==> src/rtl/riscv_core_dpath_vec_alu_seq.sv <==
`default_nettype none
//------------------------------------------------------------------------------
// Module      : riscv_core_dpath_vec_alu_seq
// Description : Multi-cycle vector ALU for the X stage of the vector datapath.
//               Accepts one op per handshake, computes LANES elements per beat
//               and returns the element-wise result plus a scalar reduction.
// Revision    : 1.0 - initial release
//------------------------------------------------------------------------------
module riscv_core_dpath_vec_alu_seq #(
    parameter int NELEM = 8,
    parameter int EW    = 32,
    parameter int LANES = 2,
    parameter int VLW   = 4
) (
    input  logic                clk,
    input  logic                reset,
    input  logic                req_val,
    output logic                req_rdy,
    input  logic [3:0]          req_fn,
    input  logic [VLW-1:0]      req_vl,
    input  logic [NELEM*EW-1:0] req_vin0,
    input  logic [NELEM*EW-1:0] req_vin1,
    input  logic [EW-1:0]       req_in0,
    input  logic                req_in0_ven,
    input  logic [EW-1:0]       req_in1,
    input  logic                req_in1_ven,
    output logic                resp_val,
    input  logic                resp_rdy,
    output logic [NELEM*EW-1:0] resp_vout,
    output logic [EW-1:0]       resp_out
);

    localparam int             c_IW     = (NELEM > 1) ? $clog2(NELEM) : 1;
    localparam logic [VLW-1:0] c_VL_MAX = VLW'(NELEM - 1);

    localparam logic [3:0] c_FN_ADD = 4'd0;
    localparam logic [3:0] c_FN_SUB = 4'd1;
    localparam logic [3:0] c_FN_SLT = 4'd4;
    localparam logic [3:0] c_FN_SEQ = 4'd12;
    localparam logic [3:0] c_FN_RED = 4'd8;

    // FIN is a one-cycle finalisation step between the last beat and DONE
    localparam logic [1:0] c_ST_IDLE = 2'd0;
    localparam logic [1:0] c_ST_BUSY = 2'd1;
    localparam logic [1:0] c_ST_FIN  = 2'd2;
    localparam logic [1:0] c_ST_DONE = 2'd3;

    logic [1:0]     r_state;
    logic [1:0]     w_state_nxt;
    logic [VLW-1:0] r_beat;
    logic [VLW-1:0] r_vl_eff;
    logic [3:0]     r_fn;
    logic [EW-1:0]  r_a    [NELEM];
    logic [EW-1:0]  r_b    [NELEM];
    logic [EW-1:0]  r_vout [NELEM];
    logic [EW-1:0]  r_acc;
    logic [EW-1:0]  r_out;

    logic           w_accept;
    logic           w_last_beat;
    logic           w_fn_ok;
    logic [31:0]    w_lane_pos  [LANES];
    logic [c_IW-1:0] w_lane_idx [LANES];
    logic           w_lane_act  [LANES];
    logic [EW-1:0]  w_lane_a    [LANES];
    logic [EW-1:0]  w_lane_b    [LANES];
    logic [EW-1:0]  w_lane_diff [LANES];
    logic [EW-1:0]  w_lane_res  [LANES];
    logic [EW-1:0]  w_acc_nxt;

    assign w_accept    = (r_state == c_ST_IDLE) && req_val;
    assign w_last_beat = (r_beat == VLW'(32'(r_vl_eff) / 32'(LANES)));
    assign w_fn_ok     = (r_fn == c_FN_ADD) || (r_fn == c_FN_SUB) || (r_fn == c_FN_SLT) ||
                         (r_fn == c_FN_SEQ) || (r_fn == c_FN_RED);

    // Per-lane element results for the current beat and the running reduction
    always_comb begin
        w_acc_nxt = r_acc;
        for (int l = 0; l < LANES; l++) begin
            w_lane_pos[l]  = 32'(r_beat) * 32'(LANES) + 32'(l);
            w_lane_idx[l]  = w_lane_pos[l][c_IW-1:0];
            w_lane_act[l]  = (w_lane_pos[l] <= 32'(r_vl_eff));
            w_lane_a[l]    = r_a[w_lane_idx[l]];
            w_lane_b[l]    = r_b[w_lane_idx[l]];
            w_lane_diff[l] = w_lane_a[l] - w_lane_b[l];
            w_lane_res[l]  = '0;
            case (r_fn)
                c_FN_ADD: w_lane_res[l] = w_lane_a[l] + w_lane_b[l];
                c_FN_SUB: w_lane_res[l] = w_lane_diff[l];
                // Signed less-than: operands of differing sign decide on a's sign,
                // otherwise the difference cannot overflow and its sign decides.
                c_FN_SLT: w_lane_res[l] = EW'((w_lane_a[l][EW-1] != w_lane_b[l][EW-1]) ?
                                              w_lane_a[l][EW-1] : w_lane_diff[l][EW-1]);
                c_FN_SEQ: w_lane_res[l] = EW'(w_lane_a[l] == w_lane_b[l]);
                c_FN_RED: w_lane_res[l] = w_lane_a[l];
                default:  w_lane_res[l] = '0;
            endcase
            if (!w_lane_act[l]) begin
                w_lane_res[l] = '0;
            end
            if (w_lane_act[l] && (r_fn == c_FN_RED)) begin
                w_acc_nxt = w_acc_nxt + w_lane_a[l];
            end
        end
    end

    // Next-state logic of the op sequencer
    always_comb begin
        w_state_nxt = r_state;
        case (r_state)
            c_ST_IDLE: if (req_val)     w_state_nxt = c_ST_BUSY;
            c_ST_BUSY: if (w_last_beat) w_state_nxt = c_ST_FIN;
            c_ST_FIN:                   w_state_nxt = c_ST_DONE;
            c_ST_DONE: if (resp_rdy)    w_state_nxt = c_ST_IDLE;
            default:                    w_state_nxt = c_ST_IDLE;
        endcase
    end

    // Operand capture at the accept edge; scalars are broadcast when not vector-enabled
    always_ff @(posedge clk) begin
        if (w_accept) begin
            for (int i = 0; i < NELEM; i++) begin
                r_a[i] <= req_in0_ven ? req_vin0[i*EW +: EW] : req_in0;
                r_b[i] <= req_in1_ven ? req_vin1[i*EW +: EW] : req_in1;
            end
        end
    end

    // Control state, beat counter, result vector, accumulator and scalar result
    always_ff @(posedge clk or posedge reset) begin
        if (reset) begin
            r_state  <= c_ST_IDLE;
            r_beat   <= '0;
            r_vl_eff <= '0;
            r_fn     <= '0;
            r_acc    <= '0;
            r_out    <= '0;
            for (int i = 0; i < NELEM; i++) begin
                r_vout[i] <= '0;
            end
        end else begin
            r_state <= w_state_nxt;
            if (w_accept) begin
                r_beat   <= '0;
                r_vl_eff <= (req_vl > c_VL_MAX) ? c_VL_MAX : req_vl;
                r_fn     <= req_fn;
                r_acc    <= '0;
                r_out    <= '0;
                for (int i = 0; i < NELEM; i++) begin
                    r_vout[i] <= '0;
                end
            end else if (r_state == c_ST_BUSY) begin
                r_beat <= r_beat + 1'b1;
                r_acc  <= w_acc_nxt;
                for (int l = 0; l < LANES; l++) begin
                    r_vout[w_lane_idx[l]] <= w_lane_res[l];
                end
            end else if (r_state == c_ST_FIN) begin
                if (r_fn == c_FN_RED) begin
                    r_out <= r_acc;
                end else if (w_fn_ok) begin
                    r_out <= r_a[0];
                end else begin
                    r_out <= '0;
                end
            end
        end
    end

    assign req_rdy  = (r_state == c_ST_IDLE);
    assign resp_val = (r_state == c_ST_DONE);
    assign resp_out = r_out;

    generate
        for (genvar g = 0; g < NELEM; g++) begin : g_pack
            assign resp_vout[g*EW +: EW] = r_vout[g];
        end
    endgenerate

endmodule
`default_nettype wire

==> config.mk <==
export PLATFORM = sky130hd
export DESIGN_NAME = riscv_core_dpath_vec_alu_seq
export DESIGN_NICKNAME = d
export VERILOG_FILES = /design/src/rtl/riscv_core_dpath_vec_alu_seq.sv
export SDC_FILE = /design/constraint.sdc
export NUM_CORES = 2
export LEC_CHECK = 0
export CAP_MARGIN = 40
export CORE_UTILIZATION = 40
export DETAILED_ROUTE_END_ITERATION = 16
export HOLD_SLACK_MARGIN = 0.1
export PLACE_DENSITY = 0.74
export SETUP_SLACK_MARGIN = 0.1
export SLEW_MARGIN = 20
export SYNTH_ARGS = -nofsm -noshare
export SYNTH_HDL_FRONTEND = slang
export SYNTH_SLANG_ARGS = --single-unit
==> constraint.sdc <==
create_clock -name clk -period 32.2 [get_ports clk]
set_input_delay 3.22 -clock clk [delete_from_list [all_inputs] [get_ports clk]]
set_output_delay 3.22 -clock clk [all_outputs]
set_load 0.02 [all_outputs]
==> results_dict.tcl <==
set metrics [dict create \
    fp-row-count 125 \
    status "complete, no violations" \
    cpMostUsedCell "a21oi_1" \
    syn_area_sq_um 46990 \
    ys_types 92 \
    cpLargestDelayFamily "compound AO/OA/AOI/OAI gates" \
    start_util 0.4038 \
    yosys.area_share.simple 0.1700 \
    max_freq_ghz 0.1360 \
    min_from "resp_vout[13]$_DFFE_PP0P_" \
    max_stage_delay_ns 0.81 \
    area_delta_synth_final_pct 28.77 \
    synth_area_leaders "edfxtp_1 33%, dfrtp_1 18%, nand2_1 11%, mux4_2 6.1%, ha_1 5.3%" \
    drc 0 \
    holdBufCountCts 0 \
    nFillCells 10330 \
    synth_top_family_by_area "simple AND/OR/NAND/NOR gates" \
    dp.cells 6911 \
    tns_ns 0 \
    crit_arrival_ns 7.98 \
    hold_viol 0 \
    synth_top_area_frac 0.3272 \
    routed-via-count 40250 \
    finalWorstSetupSlack_ns 24.85 \
    gp_congestion 0.9762 \
    reg2reg_from "r_beat[0]$_DFFE_PP0P_" \
    crit_buf_inv 1 \
    grt_start_max_net_pins 186 \
    p_total_w 0.006720 \
    wl_mm 181.5 \
    finalSetupViolations 0 \
    synthFlopType "edfxtp_1" \
    path_clk_slew_ns 0.06 \
    hpwl_mm 142.3 \
    ant_nets 0 \
    syn-instance-count 4754 \
    grt.overflow.total 0 \
    reg2reg_depth 23 \
    rsz0062_at_grt "false" \
    syn_avg_cell_area_sq_um 9.884 \
    wire_per_inst_microns 25.55 \
    antenna_found_initial 21 \
    post_cts_buffers 0 \
    synth_top_area_cell "edfxtp_1" \
    yosys_warnings 0 \
    synth_seq_area_share 0.5051 \
    synth_edf_count 512 \
    worstMarginPinSlew_ns 1.186 \
    drt_iter0_drc 3675 \
    syn_nets 5550 \
    relSlewSlack 0.2092 \
    synthAdderAreaFrac 0.05613 \
    layout_min_cycle_time_ns 7.353 \
    worstSetupPathDepth 23 \
    cts_inserted_buffers 90 \
    layout_commonest_cell "nand2_1" \
    port_buffers 879 \
    muxShareOfSynthArea 0.06606 \
    grt_pass1_vias 38230 \
    utilization 0.5200 \
    ys_async_sr_fraction 0.3948 \
    min_path_cells 2 \
    p_leak_nw 25.17 \
    crit_start "r_beat[0]$_DFFE_PP0P_" \
    post-place-ws_ns 24.92 \
    ff_latch_area_sq_um 23740 \
    required_ns 32.82 \
    ir_drop_mv 0.08651 \
    fin_crit_sh 0.2284 \
    crit_chain "buf_4 > mux4_2 > ha_1 > a21oi_1 > o21bai_1 > a221o_1 > o2111a_1 > o21ai_0 > a31oi_1 > xnor2_1 > a21oi_1 > ha_1 > a21oi_1 > o211ai_1 > a2111oi_0 > nand3_1 > a31oi_1 > o21ai_1 > and3_1 > nor4_1 > nand2_1 > mux2i_1 > mux2i_1" \
    cp_max_fo 32 \
    end_kind "flip-flop" \
    cts_root_buf "clkbuf_16" \
    die_h_microns 344.7 \
    io_pins 880 \
    layout.nets 6287 \
    die_w_microns 344.7 \
    startpoint_type "flip-flop" \
    clock_insertion_delay_worst_skew_ns 0.71 \
    clockBufferDepth 3 \
    slew_violations 0 \
    critPathKind "flip-flop to flip-flop" \
    fin_cells 7106 \
    drv_cap 0 \
    grt_pass1_wl_mm 258.8 \
    cts-resized-gates 0 \
    layout-drive-gt1-share 0.07276 \
    critPathSlowestCell "dfrtp_4" \
    detail_route.vias_per_cell 5.665 \
    dieArea_sq_um 118800 \
    synth-compound-area-share 0.1406 \
    finalClockSkew_ns 0.04113 \
    grt.total_usage 0.2979 \
    core_sq_um 116400 \
    drt_pass1_iterations 6 \
    layout_common_cells "1,403 x nand2_1, 877 x clkdlybuf4s50_1, 512 x edfxtp_1, 332 x o21ai_0, 332 x dfrtp_1" \
    multi_input_comb_area_sq_um 21480 \
    clock_sinks 846 \
    cts_tree "built" \
    power_density_nw_per_um2 111.1 \
    hold_path_class "flip-flop to flip-flop" \
    htree_levels 3 \
    yosys.area_share.xor_xnor 0.02311 \
    yosys_register_bits 846 \
]
-- final cells by class --
type	instances	share of cell area
clock buffer	116	0.04051
antenna	16	0.0006617
sequential	846	0.3923
clock inverter	51	0.009181
timing repair buffer	960	0.1602
inverter	166	0.01055
multi-input combinational	3427	0.3550
tap	1524	0.03151
-- kinds of logic after synthesis --
logic type                 after synthesis
AOI/OAI and AO/OA                     1018
muxes                                  150
xor gates and xnor gates               124
DFF                                    846
adders and majority gates              206
buffers and inverters                  481
and+or+nand+nor                       1929
-- per-stage QoR --
stage / cell area [sq um] / hold WS, ns
final: 60510 / 0.4753
after detailed placement: 57260 / 0.4698
after CTS: 60270 / 0.4830
after global routing: 60500 / 0.5024
after floorplan: 46990 / 0.4631
after global placement: 56960 / 0.4612
-- where the power goes --
part | leakage (nW) | switching, W | internal (W)
Sequential | 9.36 | 0.000143 | 0.00143
Clock | 1.46 | 0.000463 | 0.000594
Combinational | 14.3 | 0.00263 | 0.00146
-- synthesized netlist by cell type, drive strengths merged (11+ instances only) --
master   instances
clkbuf         279
and2            17
o21bai          37
nor2           196
or3             17
and3            19
nor3            55
a21oi          214
inv            163
nand4           12
nor2b           23
o21ai          347
edfxtp         512
a211oi          18
o31ai           17
mux4           128
o21a            11
a311oi          13
nor4            15
xor2            35
mux2i           21
nand2b          94
a22o            97
o22ai           14
dfrtp          334
buf             36
or2             12
a22oi           67
a31oi           25
a2111oi         12
nand2         1403
xnor2           89
ha             198
a21o            41
o211ai          16
nand3           48
-- tightest hold or removal path, delay by kind of cell (launching register included) --
kind            cells  cell delay, ns
flops               1            0.34
compound gates      1            0.06
simple gates        1            0.04
-- worst paths after layout --
| path | slack, ns | endpoint |
|---|---|---|
| max | 24.85 | r_acc[31]$_DFFE_PP0P_ |
| min | 0.48 | resp_vout[13]$_DFFE_PP0P_ |
| max reg2reg | 24.85 | r_acc[31]$_DFFE_PP0P_ |
| min reg2reg | 0.48 | resp_vout[13]$_DFFE_PP0P_ |
| max in group asynchronous | 27.08 | resp_vout[244]$_DFFE_PP0P_ |
| min in group asynchronous | 3.05 | r_state[0]$_DFFE_PP0P_ |
-- sequential cells by signal, indices dropped and copies added (netlist names) --
register / flops
r_a: 256
r_beat: 4
r_fn: 4
r_state: 2
r_acc: 32
resp_vout: 256
r_vl_eff: 4
r_b: 256
resp_out: 32
-- layer usage --
layer  track usage  part of all wire  wire, microns  vias up
li1              -                 -              -    18250
met2        0.4698              0.46          83310     1976
met1        0.4013              0.42          75740    19690
met4        0.1234             0.043           7829        6
met3       0.05898             0.081          14640      335
met5             0           0.00019             34        -
Power figures use the tool's default switching activity.
